File: src/rtl/uart_pkt_pkg.sv
// Shared types and constants for the UART packet transmitter.
package uart_pkt_pkg;

  // Frame sequencer states: one start bit, eight data bits, one stop bit.
  typedef enum logic [1:0] {
    IDLE  = 2'd0,
    START = 2'd1,
    DATA  = 2'd2,
    STOP  = 2'd3
  } state_t;

  // Start + 8 data + stop.
  localparam int BITS_PER_FRAME = 10;

  // Sensor-link sync pattern, MSB byte first on the wire.
  localparam logic [15:0] DEFAULT_HEADER = 16'h55AA;

endpackage

File: src/rtl/uart_packet_tx_if.sv
// Packet handshake between the processing datapath and the transmitter.
interface uart_packet_tx_if #(
  parameter int PAYLOAD_BYTES = 6
);

  logic [8*PAYLOAD_BYTES-1:0] pkt_data;
  logic                       pkt_valid;
  logic                       pkt_ready;

  modport master (output pkt_data, output pkt_valid, input pkt_ready);
  modport slave  (input pkt_data, input pkt_valid, output pkt_ready);

endinterface

File: src/rtl/uart_packet_tx_baud_tick.sv
// Bit-period timer: tick is high on the last clock cycle of every bit.
// clear restarts the period so the first bit of a packet is full length.
module uart_baud_tick #(
  parameter int CLK_DIV = 16
) (
  input  logic clock,
  input  logic reset,
  input  logic clear,
  output logic tick
);

  localparam int CW = (CLK_DIV > 1) ? $clog2(CLK_DIV) : 1;
  localparam logic [CW-1:0] LAST = CW'(CLK_DIV - 1);

  logic [CW-1:0] count_r;

  // Count clock cycles within one bit, wrapping at the end of the bit.
  always_ff @(posedge clock or posedge reset) begin
    if (reset) begin
      count_r <= '0;
    end else if (clear) begin
      count_r <= '0;
    end else if (count_r == LAST) begin
      count_r <= '0;
    end else begin
      count_r <= count_r + CW'(1);
    end
  end

  assign tick = (count_r == LAST);

endmodule

File: src/rtl/uart_packet_tx.sv
// Serial packet transmitter: header bytes, payload bytes (highest first) and,
// when UART_PKT_CHECKSUM_EN is defined, a mod-256 checksum byte, each sent
// as an 8N1 UART frame with no gap between frames of one packet.
module uart_packet_tx
  import uart_pkt_pkg::*;
#(
  parameter int                       CLK_DIV       = 16,
  parameter int                       PAYLOAD_BYTES = 6,
  parameter int                       HDR_BYTES     = 2,
  parameter logic [8*HDR_BYTES-1:0]   HEADER        = DEFAULT_HEADER
) (
  input  logic                clock,
  input  logic                reset,
  uart_packet_tx_if.slave     pkt_if,
  output logic                tx,
  output logic                busy,
  output logic                done
);

`ifdef UART_PKT_CHECKSUM_EN
  localparam int NBYTES = HDR_BYTES + PAYLOAD_BYTES + 1;
`else
  localparam int NBYTES = HDR_BYTES + PAYLOAD_BYTES;
`endif
  localparam int BW = $clog2(NBYTES + 1);
  localparam logic [BW-1:0] LAST_BYTE = BW'(NBYTES - 1);
  // Index of the final data bit: frame minus start, stop and one.
  localparam logic [2:0] LAST_DATA_BIT = 3'(BITS_PER_FRAME - 3);

`ifdef UART_PKT_CHECKSUM_EN
  // Sum mod 256 of every byte ahead of the checksum slot.
  function automatic logic [7:0] byte_sum(input logic [8*(NBYTES-1)-1:0] v);
    logic [7:0] s;
    s = 8'd0;
    for (int k = 0; k < NBYTES - 1; k++) begin
      s = s + v[8*k +: 8];
    end
    return s;
  endfunction
`endif

  state_t              state_r;
  logic [BW-1:0]       byte_idx_r;
  logic [2:0]          bit_idx_r;
  logic [8*NBYTES-1:0] buf_r;      // byte 0 (first on the wire) in bits [7:0]
  logic                tx_r;
  logic                busy_r;
  logic                done_r;

  logic [8*NBYTES-1:0] load_s;
  logic [7:0]          cur_byte_s;
  logic                accept_s;
  logic                tick_s;

  assign accept_s = pkt_if.pkt_valid && (state_r == IDLE);

  uart_baud_tick #(.CLK_DIV(CLK_DIV)) u_baud (
    .clock (clock),
    .reset (reset),
    .clear (accept_s),
    .tick  (tick_s)
  );

  // Arrange header and payload into transmit order for latching on accept.
  always_comb begin
    load_s = '0;
    for (int i = 0; i < HDR_BYTES; i++) begin
      load_s[8*i +: 8] = HEADER[8*(HDR_BYTES-1-i) +: 8];
    end
    for (int j = 0; j < PAYLOAD_BYTES; j++) begin
      load_s[8*(HDR_BYTES+j) +: 8] = pkt_if.pkt_data[8*(PAYLOAD_BYTES-1-j) +: 8];
    end
`ifdef UART_PKT_CHECKSUM_EN
    load_s[8*(NBYTES-1) +: 8] = byte_sum(load_s[8*(NBYTES-1)-1:0]);
`endif
  end

  // Select the byte currently being framed.
  always_comb begin
    cur_byte_s = buf_r[8*byte_idx_r +: 8];
  end

  // Frame sequencer with registered line and status outputs.
  always_ff @(posedge clock or posedge reset) begin
    if (reset) begin
      state_r    <= IDLE;
      byte_idx_r <= '0;
      bit_idx_r  <= 3'd0;
      buf_r      <= '0;
      tx_r       <= 1'b1;
      busy_r     <= 1'b0;
      done_r     <= 1'b0;
    end else begin
      done_r <= 1'b0;
      case (state_r)
        IDLE: begin
          if (accept_s) begin
            state_r    <= START;
            buf_r      <= load_s;
            byte_idx_r <= '0;
            bit_idx_r  <= 3'd0;
            tx_r       <= 1'b0;
            busy_r     <= 1'b1;
          end
        end
        START: begin
          if (tick_s) begin
            state_r   <= DATA;
            bit_idx_r <= 3'd0;
            tx_r      <= cur_byte_s[0];
          end
        end
        DATA: begin
          if (tick_s) begin
            if (bit_idx_r == LAST_DATA_BIT) begin
              state_r <= STOP;
              tx_r    <= 1'b1;
            end else begin
              bit_idx_r <= bit_idx_r + 3'd1;
              tx_r      <= cur_byte_s[bit_idx_r + 3'd1];
            end
          end
        end
        STOP: begin
          if (tick_s) begin
            if (byte_idx_r == LAST_BYTE) begin
              state_r    <= IDLE;
              byte_idx_r <= '0;
              busy_r     <= 1'b0;
              done_r     <= 1'b1;
            end else begin
              state_r    <= START;
              byte_idx_r <= byte_idx_r + BW'(1);
              tx_r       <= 1'b0;
            end
          end
        end
        default: begin
          state_r <= IDLE;
          tx_r    <= 1'b1;
          busy_r  <= 1'b0;
        end
      endcase
    end
  end

  assign pkt_if.pkt_ready = (state_r == IDLE);
  assign tx   = tx_r;
  assign busy = busy_r;
  assign done = done_r;

endmodule

File: src/flat_wrapper.sv
// flat-port wrapper written by rule: the top's interface ports become plain ports
module uart_packet_tx_flat import uart_pkt_pkg::*;
#(
  parameter int                       CLK_DIV       = 16,
  parameter int                       PAYLOAD_BYTES = 6,
  parameter int                       HDR_BYTES     = 2,
  parameter logic [8*HDR_BYTES-1:0]   HEADER        = DEFAULT_HEADER
)
  (clock, reset, tx, busy, done, pkt_if_pkt_data, pkt_if_pkt_valid, pkt_if_pkt_ready);
  uart_packet_tx_if #(.PAYLOAD_BYTES(PAYLOAD_BYTES)) pkt_if_i ();
  input  logic clock;
  input  logic reset;
  output logic tx;
  output logic busy;
  output logic done;
  input wire logic [$bits(pkt_if_i.pkt_data)-1:0] pkt_if_pkt_data;
  input wire logic [$bits(pkt_if_i.pkt_valid)-1:0] pkt_if_pkt_valid;
  output wire logic [$bits(pkt_if_i.pkt_ready)-1:0] pkt_if_pkt_ready;
  assign pkt_if_i.pkt_data = pkt_if_pkt_data;
  assign pkt_if_i.pkt_valid = pkt_if_pkt_valid;
  assign pkt_if_pkt_ready = pkt_if_i.pkt_ready;
  uart_packet_tx #(.CLK_DIV(CLK_DIV), .PAYLOAD_BYTES(PAYLOAD_BYTES), .HDR_BYTES(HDR_BYTES), .HEADER(HEADER)) u_core (.clock(clock), .reset(reset), .pkt_if(pkt_if_i), .tx(tx), .busy(busy), .done(done));
endmodule
File: config.mk
export PLATFORM = sky130hd
export DESIGN_NAME = uart_packet_tx_flat
export DESIGN_NICKNAME = d
export VERILOG_FILES = /design/src/rtl/uart_pkt_pkg.sv /design/src/rtl/uart_packet_tx_if.sv /design/src/rtl/uart_packet_tx_baud_tick.sv /design/src/rtl/uart_packet_tx.sv /design/src/flat_wrapper.sv
export SDC_FILE = /design/constraint.sdc
export NUM_CORES = 1
export LEC_CHECK = 0
export BUFFER_PORTS_ARGS = -buffer_cell sky130_fd_sc_hd__buf_2
export CORE_UTILIZATION = 40
export DETAILED_ROUTE_END_ITERATION = 16
export PLACE_DENSITY = 0.65
export SLEW_MARGIN = 20
export SYNTH_ARGS = -nofsm -noshare
export SYNTH_HDL_FRONTEND = slang
export SYNTH_SLANG_ARGS = --single-unit
File: constraint.sdc
create_clock -name clock -period 2.2 [get_ports clock]
set_clock_uncertainty 0.05 [all_clocks]
set_input_delay 0.44 -clock clock [delete_from_list [all_inputs] [get_ports clock]]
set_output_delay 0.44 -clock clock [all_outputs]
set_load 0.01 [all_outputs]
Word-level counts from Yosys, hierarchy flattened:

Cells that the tools add are included.

* output and inout port bits: 4
* bits in read-only memories: 0
* register bits: 72
* latch bits: 0
* memories: 0
* RAM bits: 0
* word-level logic and storage cells: 71

* magnitude comparators: 1
* add/subtract/negate cells: 3
* reduce and logical (&&, ||, !) cells: 10
* multiplexer cells: 34
* shift-type cells: 1
* $mul: 0
* div/mod/pow operators: 0
* equality and inequality tests: 14
* bitwise gates (word level): 0

Operators with widths (count)
* $shiftx A64 B8 Y8: 1
* $mux W4: 5
* $reduce_and A5 Y1: 3
* $mux W1: 14
* $mux W3: 4
* $ne A2 B1 Y1 const B: 6
* $mux W2: 5
* $pmux W3 S3: 1
* $add A4 B1 Y4 const B: 2
* $pmux W2 S4: 1
* $pmux W4 S2: 1
* $eq A2 B2 Y1 const B: 2
* $eq A4 B3 Y1 const B: 1
* $eq A4 B4 Y1 const B: 1
* $lt A3 B4 Y1 const B: 1
* $ne A2 B2 Y1 const B: 2
* $pmux W1 S4: 1
* $reduce_and A4 Y1: 1
* $add A3 B1 Y3 const B: 1
* $bmux W1 S3: 1
* $eq A3 B3 Y1 const B: 1
* $reduce_and A3 Y1: 1
* $reduce_bool A3 Y1: 1
* $eq A2 B1 Y1 const B: 1
* other kinds (5): 5

Depth between registers and ports, before layout:

Gate-level depths: netlist of run 1.

* word-level depth: 6
* mapped depth: 9

Cells and area by module:

Synthesis of run 1 repeated with hierarchy kept, for this count alone.

* cells, all modules: 261
* area total of the unflattened synthesis: 3251.9 um2

By module, submodules not included
* uart_packet_tx: area each 3069.2 um2, sequential area each 1527.7 um2, cells each 245, instances 1
* uart_baud_tick: area each 182.7 um2, sequential area each 100.1 um2, cells each 16, instances 1

Worst setup path after synthesis of run 1:

OpenSTA, ideal clock, no wires.

* path kind: flip-flop to flip-flop
* from: register u_core.state_r[0]
* to: register u_core.tx_r, in the netlist u_core.tx
* data required time: 2.065 ns
* cell stages (with the launch flop): 9
* setup slack: 0.374 ns
* data arrival time: 1.690 ns
* cells stage by stage: dfrtp_1 > inv_1 > ha_1 > nor2b_1 > a21oi_1 > and2_2 > o311ai_1 > nor4_1 > nor3_1

* longest elaborated chain between the ends: 4

RTL lines
* start, declared: line uart_packet_tx.sv:42 `state_t state_r;`
* start signal, assigned: line uart_packet_tx.sv:86 `state_r <= IDLE;`
* start signal, assigned: line uart_packet_tx.sv:98 `state_r <= START;`
* start signal, assigned: line uart_packet_tx.sv:108 `state_r <= DATA;`
* $logic_not A2 Y1 (*)
* via pkt_if_pkt_ready: line flat_wrapper.sv:18 `output wire logic [$bits(pkt_if_i.pkt_ready)-1:0] pkt_if_pkt_ready;`
* $logic_and A1 B1 Y1: line uart_packet_tx.sv:55 `assign accept_s = pkt_if.pkt_valid && (state_r == IDLE);`
* $ne A2 B1 Y1 (no line)
* $reduce_and A5 Y1 (no line)
* end signal, assigned: line uart_packet_tx.sv:110 `tx_r <= cur_byte_s[0];`
* end signal, assigned: line uart_packet_tx.sv:120 `tx_r <= cur_byte_s[bit_idx_r + 3'd1];`
* end, declared: line uart_packet_tx.sv:46 `logic tx_r;`

Mark *: on every way through the listed nets, which the timed path passes. The rest lies on a longest branch.
A chain may end at the register's enable or synchronous reset.

Worst setup path in the final report of run 1:

* from: register u_core.state_r[0]
* to: register u_core.tx_r, in the netlist u_core.tx

* longest elaborated chain between the ends: 4

RTL lines (line)
* $logic_not A2 Y1: uart_packet_tx.sv:55, uart_packet_tx.sv:95
* $logic_and A1 B1 Y1: uart_packet_tx.sv:55
* $ne A2 B1 Y1 (no line)
* $reduce_and A5 Y1 (no line)

Parallel ways exist; a longest one is shown, timed or not.

==> flow_metrics.py, run 1 <==
metrics = {
    "worst_setup_path": {
        "crit_required_ns": 2.41,
        "crit_path_end_kind": "flop",
        "path_buf_inv": 1,
        "path_delay_family": "simple AND/OR/NAND/NOR gates",
        "cp-start-kind": "flop",
        "path_class": "flop to flop",
        "critical-path-max-stage-delay_ns": 0.41,
        "slowest_stage": "dfrtp_2",
        "crit_arrival_ns": 2.25,
        "crit_path_max_fanout": 6,
        "path_cells": "inv_1, ha_1, nor2b_1, a21oi_1, and2_2, o311ai_1, nor4_1, nor3_1",
    },
    "layout": {
        "diodes": 0,
        "nFillCells": 740,
        "nNetsFinal": 380,
        "syn_to_final_growth_pct": 19.9,
        "multi_input_area_um2": 1480,
        "regArea_um2": 1630,
        "drive_gt1_share_pct": 42.9,
    },
    "pwr": {
        "p_clk_share_pct": 47.6,
        "p_sw_share_pct": 21.2,
        "leakage_uw": 0.00195,
        "seq_power_share_pct": 49.5,
        "power.density_nw_per_um2": 625,
        "vdd_ir_drop_max_v": 0.000403,
        "p_comb_share_pct": 2.9,
        "power.switching_uw": 511,
        "p_int_uw": 1900,
    },
    "floorplan": {
        "start_util_pct": 41.4,
        "fp.dieArea_um2": 8410,
        "rows": 32,
        "core_um2": 7770,
        "ios": 55,
        "die_x_um": 91.7,
        "die_h_um": 91.7,
    },
    "route": {
        "dr.pass1.iters": 4,
        "wl_met1_mm": 2.97,
        "avgRoutedWirePerCell_um": 14.4,
        "routed_wl_mm": 6.18,
        "viasPerCell": 5.14,
        "drcViolationCount": 0,
        "first_iter_violations": 94,
        "antenna_left": 0,
        "wl_met3_um": 238,
        "dr.max_layer_used": "met4",
        "num_vias": 2198,
        "wl_met2_mm": 2.90,
    },
    "grt": {
        "grt_pass1_wl_mm": 10.6,
        "grt_max_degree": 66,
        "grt-ovfl-total": 0,
        "grt_usage_pct": 16.2,
        "antenna_found_initial": 0,
        "grt_pass1_vias": 2249,
    },
    "timing": {
        "max_freq_ghz": 0.489,
        "relSlewSlack_pct": 67.0,
        "final-setup-viol-count": 0,
        "tns_ns": 0,
        "rsz0062_at_grt": "no",
        "hold_ws_ns": 0.0942,
        "worst_slew_pin_slew_ns": 0.492,
        "report.final.slew_viol_count": 0,
        "hold_violations": 0,
        "post-route-period-util_pct": 92.9,
        "min_period_ns": 2.04,
    },
    "yosys": {
        "synth_cells": 260,
        "synth_area_leaders": "dfrtp_1 50%, mux2_2 17%, mux4_2 3.5%",
        "synth_top_cell_by_area": "dfrtp_1",
        "netlist-cell-type-count": 48,
        "ys_seq_elements": 65,
        "synth_edf_count": 0,
        "synth_top_area_share_pct": 49.7,
        "yosys_warnings": 0,
        "synth_most_common_cell": "dfrtp_1",
        "yosys-top-cells-count": "64 x dfrtp_1, 48 x mux2_2, 22 x nand2_1",
        "syn_area_um2": 3220,
        "synth_sequential_area_ratio_pct": 50.6,
        "synth_ff_type": "dfrtp_1",
        "synth_fp_nets": 319,
        "async_reset_ff_share_pct": 100,
        "syn_area_per_cell_um2": 12.4,
    },
    "clock_tree": {
        "path_clk_slew_ns": 0.07,
        "cts_root_buf": "clkbuf_8",
        "htreeDepth": 3,
        "clock_latency_ns": 0.34,
        "clkSinkCount": 65,
        "cts_tree": "yes",
        "cts-buffers-inserted": 9,
        "max-clock-path-buffers": 2,
        "cts_hold_buf": 0,
    },
    "placement": {
        "place_congestion": 0.776,
        "port_buffers": 54,
        "dp_hpwl_mm": 4.52,
    },
    "status": {
        "status": "completed",
    },
    "job": {
        "max_cap_violations": 0,
    },
    "hold_path": {
        "min_path_type": "primary input to async pin",
    },
}
[registers in the layout, indices dropped and copies added (netlist names)]
signal                 cells
u_core.done                1
u_core.buf_r              49
u_core.busy                1
u_core.byte_idx_r          4
u_core.tx                  1
u_core.u_baud.count_r      4
u_core.state_r             2
u_core.bit_idx_r           3
[tightest hold or removal path, delay by kind of cell]
kind / cells / cell delay (ns)
buf+inv: 3 / 0.46
[power by group through the flow]
| stage | logic, uW | clock network [uW] | registers [uW] |
|---|---|---|---|
| 6_report | 71.0 | 1150 | 1190 |
| 5_1_grt | 81.1 | 1230 | 1190 |
| 4_1_cts | 73.8 | 1170 | 1190 |
| 3_5_place_dp | 73.7 | 0 | 1220 |
| 3_3_place_gp | 73.7 | 0 | 1220 |
| 2_1_floorplan | 18.4 | 0 | 1220 |
[layout make-up]
| type | count | area share (%) |
|---|---|---|
| tap | 102 | 3.31 |
| inverter | 7 | 0.681 |
| sequential | 65 | 42.2 |
| clock inverter | 6 | 2.37 |
| multi-input combinational | 175 | 38.5 |
| clock buffer | 10 | 3.57 |
| timing repair buffer | 63 | 9.40 |
[kinds of logic (layout without fill, tap and decap cells)]
logic type,Yosys count,after routing,synth area share (%)
fa+ha+maj,8,8,3.11
mux,62,62,24.6
xor+xnor,2,2,0.544
simple gates,59,59,9.33
buf+inv,20,86,3.42
compound gates,44,44,8.43
flops,65,65,50.6
[layout by cell type (no fill, tap or decap), types with 3 or more instances in the layout]
cell type and instances:
nand3b_1 3, nand3_1 5, nand2_1 21, mux4_1 3, inv_1 6, mux2i_1 6, a31oi_1 3, nor3_1 3
dfrtp_1 63, a21oi_1 15, mux2_2 48, mux4_2 5, nor4_1 3, nor2_1 11, clkinv_4 3, ha_1 8
o21ai_0 12, buf_2 54, clkbuf_8 10, buf_4 7
[metrics by stage]
| step | area [um^2] | total power [uW] | worst slack [ns] | instances | utilization [%] |
|---|---|---|---|---|---|
| 2_1_floorplan | 3220 | 1240 | 0.0852 | 260 | - |
| 3_3_place_gp | 3630 | 1290 | 0.190 | 412 | 46.7 |
| 3_5_place_dp | 3630 | 1290 | 0.152 | 412 | 46.7 |
| 4_1_cts | 3860 | 2440 | 0.130 | 428 | 49.7 |
| 5_1_grt | 3860 | 2500 | 0.0220 | 428 | 49.7 |
| 6_report | 3860 | 2410 | 0.157 | 428 | 49.7 |
[path summary, 6_finish.rpt]
kind	depth (start not counted)	endpoint	slack, ns	startpoint
max	8	u_core.tx	0.16	u_core.state_r[0]
min	3	u_core.buf_r[43]	0.09	reset
max reg2reg	8	u_core.tx	0.16	u_core.state_r[0]
min reg2reg	1	u_core.u_baud.count_r[0]	0.41	u_core.u_baud.count_r[0]
max in group asynchronous	3	u_core.tx	1.67	reset
min in group clock	2	u_core.u_baud.count_r[2]	0.27	pkt_if_pkt_valid
[per-layer routing]
layer	global-route usage, %	up-vias
met2	24.9	44
met4	5.21	0
met5	0	-
li1	-	1070
met1	21.9	1075
met3	4.81	9
[repair_timing]
action                     in CTS  in global routing
setup buffers                   0                  0
setup endpoints to repair       0                  1
resized for setup               0                  1
No activity file was read; power rests on OpenSTA's default activity.
==> inputs of run 2 (changes only) <==
--- a/config.mk
+++ b/config.mk
@@ -7,8 +7,11 @@
 export LEC_CHECK = 0
 export BUFFER_PORTS_ARGS = -buffer_cell sky130_fd_sc_hd__buf_2
 export CORE_UTILIZATION = 40
+export CTS_BUF_LIST = sky130_fd_sc_hd__clkbuf_2 sky130_fd_sc_hd__clkbuf_4 sky130_fd_sc_hd__clkbuf_8
 export DETAILED_ROUTE_END_ITERATION = 16
+export GPL_ROUTABILITY_DRIVEN = 0
 export PLACE_DENSITY = 0.65
+export RECOVER_POWER = 50
 export SLEW_MARGIN = 20
 export SYNTH_ARGS = -nofsm -noshare
 export SYNTH_HDL_FRONTEND = slang
==> run 2 against run 1 <==
  * The run now ends with max-capacitance violations, max-slew violations left
  * First-iteration DRC count down 11%
  * Non-clock buffer count unchanged
  * Die area unchanged
  * Cell area down 0.42%
  * Via count up 0.27%
  * Routed wire length down 0.39%
  * Global-route usage unchanged
  * Maximum frequency up 0.47%
  * Sequential cell count unchanged
  * Register-to-register slack about the same
  * Critical path depth unchanged
  * Critical endpoint unchanged
==> flow_metrics.py, run 2 (synthesis gave the netlist of run 1 again) <==
metrics = {
    "status": {
        "status": "complete, but fails checks",
        "violations": "max-capacitance violations, max-slew violations",
    },
    "hold_path": {
        "hold_start": "pkt_if_pkt_valid",
        "hold_path_end": "u_core.u_baud.count_r[2]",
        "min_path_type": "primary input to flop",
        "hold_depth": 2,
    },
    "placement": {
        "pre_cts_ws_ns": 0.152,
        "port_buffers": 54,
        "dp_hpwl_mm": 4.52,
        "dp_cells": 412,
    },
    "floorplan": {
        "ios": 55,
        "core_um2": 7770,
        "die_h_um": 91.7,
        "rows": 32,
        "start_util_pct": 41.4,
        "fp.dieArea_um2": 8410,
        "die_x_um": 91.7,
    },
    "route": {
        "routed_wl_mm": 6.16,
        "antenna_left": 0,
        "first_iter_violations": 84,
        "drcViolationCount": 0,
        "avgRoutedWirePerCell_um": 14.4,
        "dr.pass1.iters": 4,
        "num_vias": 2204,
        "viasPerCell": 5.15,
    },
    "clock_tree": {
        "path_clk_slew_ns": 0.07,
        "cts-buffers-inserted": 9,
        "cts_tree": "yes",
        "cts_root_buf": "clkbuf_8",
        "clkSinkCount": 65,
        "htreeDepth": 3,
        "cts_hold_buf": 0,
        "clock_latency_ns": 0.34,
        "max-clock-path-buffers": 2,
    },
    "timing": {
        "hold_violations": 0,
        "hold_ws_ns": 0.267,
        "tns_ns": 0,
        "fin_ws_ns": 0.166,
        "final-setup-viol-count": 0,
        "max_freq_ghz": 0.492,
        "min_period_ns": 2.03,
        "post-route-period-util_pct": 92.4,
        "report.final.slew_viol_count": 66,
        "relSlewSlack_pct": -5.26,
        "worst_slew_pin_slew_ns": 1.58,
        "rsz0062_at_grt": "no",
    },
    "pwr": {
        "p_clk_share_pct": 47.7,
        "p_comb_share_pct": 2.8,
        "seq_power_share_pct": 49.6,
        "p_int_uw": 1900,
        "leakage_uw": 0.00194,
        "power.density_nw_per_um2": 627,
        "vdd_ir_drop_max_v": 0.000402,
        "power.switching_uw": 510,
        "p_sw_share_pct": 21.2,
    },
    "layout": {
        "final_common_cell": "dfrtp_1",
        "nFillCells": 742,
        "diodes": 0,
        "regArea_um2": 1630,
        "fin_cells": 428,
        "nNetsFinal": 380,
        "syn_to_final_growth_pct": 19.4,
        "top_register": "u_core.buf_r",
        "multi_input_area_um2": 1480,
        "most-common-layout-cells": "63 x dfrtp_1, 53 x buf_2, 48 x mux2_2",
        "drive_gt1_share_pct": 42.3,
        "largest_reg_flops": 49,
        "top_regs": "u_core.buf_r (49), u_core.byte_idx_r (4), u_core.u_baud.count_r (4)",
    },
    "grt": {
        "grt-ovfl-total": 0,
        "antenna_found_initial": 0,
        "grt_max_degree": 66,
        "grt_pass1_wl_mm": 10.6,
        "grt_usage_pct": 16.2,
        "grt_pass1_vias": 2249,
    },
    "worst_setup_path": {
        "rr_worst_depth": 8,
        "cp-start-kind": "flop",
        "r2r_slack_ns": 0.17,
        "crit_arrival_ns": 2.25,
        "path_cells": "inv_1, ha_1, nor2b_1, a21oi_1, and2_2, o311ai_1, nor4_1, nor3_1",
        "crit_required_ns": 2.41,
        "crit_path_end_kind": "flop",
        "path_class": "flop to flop",
        "reg2reg_to": "u_core.tx",
        "slowest_stage": "dfrtp_2",
        "reg2reg_from": "u_core.state_r[0]",
        "crit_path_max_fanout": 6,
        "critical-path-max-stage-delay_ns": 0.41,
    },
    "job": {
        "max_cap_violations": 1,
    },
}
## run 2: how the worst max path moves through the flow
stage                         startpoint                  end  slack, ns
finish                 u_core.state_r[0]            u_core.tx       0.17
global route        u_core.byte_idx_r[0]            u_core.tx       0.02
CTS                    u_core.state_r[0]            u_core.tx       0.13
floorplan                          reset  u_core.bit_idx_r[0]       0.09
global placement    u_core.byte_idx_r[0]            u_core.tx       0.19
detailed placement     u_core.state_r[0]            u_core.tx       0.15
## run 2: power by group through the flow
stage	sequential [uW]	clock, uW	combinational (uW)
2_1_floorplan	1220	0	18.4
3_3_place_gp	1220	0	73.7
3_5_place_dp	1220	0	73.7
4_1_cts	1190	1170	73.8
5_1_grt	1190	1230	76.8
6_report	1190	1150	66.4
## run 2: area by class of cell
type,instances,share of cell area (%)
Inverter,7,0.684
Clock buffer,10,3.58
Sequential cell,65,42.4
Tap cell,102,3.32
Timing Repair Buffer,63,9.02
Multi-Input combinational cell,175,38.6
Clock inverter,6,2.38
## run 2: per-layer routing
metal  part of all wire (%)  vias to the layer above  GRT usage (%)
met1                     47                     1077           21.9
met3                    4.4                       10           4.81
met5                      0                        -              0
met2                     47                       47           24.9
li1                       -                     1070              -
met4                    1.3                        0           5.21
## run 2: through the flow
stage / total power (uW) / util [%] / area (um^2)
CTS: 2440 / 49.7 / 3860
floorplan: 1240 / - / 3220
detailed placement: 1290 / 46.7 / 3630
global route: 2500 / 49.5 / 3840
global placement: 1290 / 46.7 / 3630
finish: 2410 / 49.5 / 3840
## run 2: worst max-delay path: cells and delay by family (launching register included)
kind	cells	cell delay [ns]
buffers and inverters	1	0.07
flip-flops	1	0.41
AO/OA/AOI/OAI	2	0.33
AND/OR/NAND/NOR	4	0.81
adder cells (fa/ha/maj)	1	0.28
## run 2: repair_timing
action,4_1_cts,5_1_grt
hold endpoints to repair,0,0
gates resized for setup,0,1
buffers inserted,0,0
endpoints found under the setup margin,0,1
==> inputs of run 3 (changes only) <==
--- a/config.mk
+++ b/config.mk
@@ -6,11 +6,13 @@
 export NUM_CORES = 1
 export LEC_CHECK = 0
 export BUFFER_PORTS_ARGS = -buffer_cell sky130_fd_sc_hd__buf_2
-export CORE_UTILIZATION = 40
+export CELL_PAD_IN_SITES_DETAIL_PLACEMENT = 1
+export CELL_PAD_IN_SITES_GLOBAL_PLACEMENT = 2
+export CORE_UTILIZATION = 35
 export CTS_BUF_LIST = sky130_fd_sc_hd__clkbuf_2 sky130_fd_sc_hd__clkbuf_4 sky130_fd_sc_hd__clkbuf_8
 export DETAILED_ROUTE_END_ITERATION = 16
 export GPL_ROUTABILITY_DRIVEN = 0
-export PLACE_DENSITY = 0.65
+export PLACE_DENSITY = 0.81
 export RECOVER_POWER = 50
 export SLEW_MARGIN = 20
 export SYNTH_ARGS = -nofsm -noshare
==> constraint.sdc (replaced) <==
create_clock -name clock -period 1.74 [get_ports clock]
set_clock_uncertainty 0.05 [all_clocks]
set_input_delay 0.348 -clock clock [delete_from_list [all_inputs] [get_ports clock]]
set_output_delay 0.348 -clock clock [all_outputs]
set_load 0.01 [all_outputs]
==> run 3 against run 2 <==
  * The run ends with negative setup slack left
  * Non-clock buffer count grew 39
  * Sequential power grew 27%
  * Cell area grew 11%
  * Largest power group is now clock
  * Final cell count grew 11%
  * Critical path depth shrank 1
  * Combinational power grew 36%
  * Critical endpoint unchanged
  * Critical path type unchanged
==> flow_metrics.py, run 3 (synthesis gave the netlist of run 1 again) <==
metrics = {
    "route": {
        "first_iter_violations": 65,
        "avgRoutedWirePerCell_um": 16.3,
        "routed_wl_mm": 7.71,
        "drcViolationCount": 0,
        "antenna_left": 0,
        "viasPerCell": 5.04,
        "num_vias": 2382,
        "dr.pass1.iters": 4,
    },
    "worst_setup_path": {
        "critical-path-max-stage-delay_ns": 0.47,
        "path_class": "flop to flop",
        "crit_required_ns": 1.95,
        "path_cells": "buf_6, nand2b_4, a21oi_2, and4b_1, a2111oi_2, nor4_1, nor3_1",
        "crit_path_end_kind": "flop",
        "slowest_stage": "dfrtp_2",
        "cp-start-kind": "flop",
        "crit_arrival_ns": 2.04,
        "crit_path_max_fanout": 7,
    },
    "grt": {
        "grt_pass1_vias": 2578,
        "grt_pass1_wl_mm": 12.8,
        "grt_max_degree": 42,
        "antenna_found_initial": 0,
        "grt_usage_pct": 17.2,
        "grt-ovfl-total": 0,
    },
    "layout": {
        "most-common-layout-cells": "62 x dfrtp_1, 54 x buf_2, 48 x mux2_2",
        "utilization_pct": 48.3,
        "multi_input_area_um2": 1550,
        "fin_cells": 473,
        "largest_reg_flops": 49,
        "top_register": "u_core.buf_r",
        "diodes": 0,
        "syn_to_final_growth_pct": 32.1,
        "drive_gt1_share_pct": 53.7,
        "nNetsFinal": 419,
        "regArea_um2": 1630,
        "top_regs": "u_core.buf_r (49), u_core.byte_idx_r (4), u_core.u_baud.count_r (4)",
        "final_area_um2": 4250,
        "nFillCells": 933,
        "final_common_cell": "dfrtp_1",
    },
    "clock_tree": {
        "path_clk_slew_ns": 0.08,
        "cts-buffers-inserted": 9,
        "clkSinkCount": 65,
        "cts_root_buf": "clkbuf_8",
        "cts_tree": "yes",
        "htreeDepth": 3,
        "clock_latency_ns": 0.34,
        "max-clock-path-buffers": 2,
    },
    "hold_path": {
        "min_path_type": "primary input to flop",
    },
    "status": {
        "status": "complete, but fails checks",
        "violations": "negative setup slack",
    },
    "timing": {
        "post-route-period-util_pct": 105,
        "worst_slew_pin_slew_ns": 0.563,
        "final-setup-viol-count": 1,
        "min_period_ns": 1.83,
        "report.final.slew_viol_count": 0,
        "relSlewSlack_pct": 62.5,
        "rsz0062_at_grt": "yes",
        "hold_violations": 0,
        "fin_ws_ns": -0.0944,
        "max_freq_ghz": 0.545,
    },
    "floorplan": {
        "die_h_um": 97.9,
        "core_um2": 8810,
        "fp.dieArea_um2": 9590,
        "ios": 55,
        "die_x_um": 97.9,
        "start_util_pct": 36.6,
        "rows": 34,
    },
    "placement": {
        "dp_hpwl_mm": 5.64,
        "pre_cts_ws_ns": -0.218,
        "place_area_um2": 3880,
        "port_buffers": 54,
        "dp_cells": 450,
    },
    "job": {
        "max_cap_violations": 0,
    },
    "pwr": {
        "leakage_uw": 0.00215,
        "vdd_ir_drop_max_v": 0.000446,
        "power.density_nw_per_um2": 758,
    },
}
-- run 3: area by class of cell --
class / count / area share [%]
sequential: 65 / 38.3
multi-input combinational: 175 / 36.5
timing repair buffer: 102 / 15.4
tap: 108 / 3.18
clock inverter: 7 / 3.00
clock buffer: 9 / 2.91
inverter: 7 / 0.647
-- run 3: path summary, 6_finish.rpt --
path                                        end                 start  slack [ns]  cells past startpoint
min in group asynchronous      u_core.buf_r[50]                 reset        0.46                      3
max in group asynchronous  u_core.byte_idx_r[1]                 reset        0.24                      4
hold / removal                 u_core.buf_r[18]   pkt_if_pkt_data[42]        0.18                      2
setup / recovery                      u_core.tx  u_core.byte_idx_r[1]       -0.09                      7
hold reg to reg             u_core.bit_idx_r[2]   u_core.bit_idx_r[2]        0.44                      2
setup reg to reg                      u_core.tx  u_core.byte_idx_r[1]       -0.09                      7
-- run 3: layer usage --
| layer | GRT usage (%) | vias up | part of all wire (%) |
|---|---|---|---|
| met5 | 0 | - | 0 |
| met1 | 22.3 | 1189 | 45 |
| li1 | - | 1142 | - |
| met4 | 3.61 | 0 | 0.66 |
| met3 | 4.44 | 5 | 3.8 |
| met2 | 29.0 | 46 | 50 |
-- run 3: what timing repair did --
item | CTS | global route
hold buffers | 1 | 0
setup buffers | 1 | 5
pin swaps | 2 | 3
resized for setup | 11 | 12
setup endpoints to repair | 5 | 51
hold endpoints to repair | 8 | 0
-- run 3: per-stage QoR --
| step | power (uW) | TNS (ns) | hold WS (ns) |
|---|---|---|---|
| after CTS | 3270 | -0.124 | 0.169 |
| after global placement | 1640 | -0.149 | 0.245 |
| after global routing | 3360 | -0.174 | 0.165 |
| final | 3220 | -0.0944 | 0.179 |
| after floorplan | 1560 | 0 | 0.380 |
| after detailed placement | 1640 | -0.226 | 0.253 |
-- run 3: worst max-delay path, delay by kind of cell (launching register included) --
family,cells,cell delay (ns)
flops,1,0.47
compound gates,2,0.40
buf+inv,1,0.16
simple gates,4,0.66
-- run 3: power breakdown --
group	internal [uW]	leakage (uW)	switching, uW
Clock	969	0.000126	656
Sequential	1510	0.000878	0
Combinational	43.4	0.00114	47.0
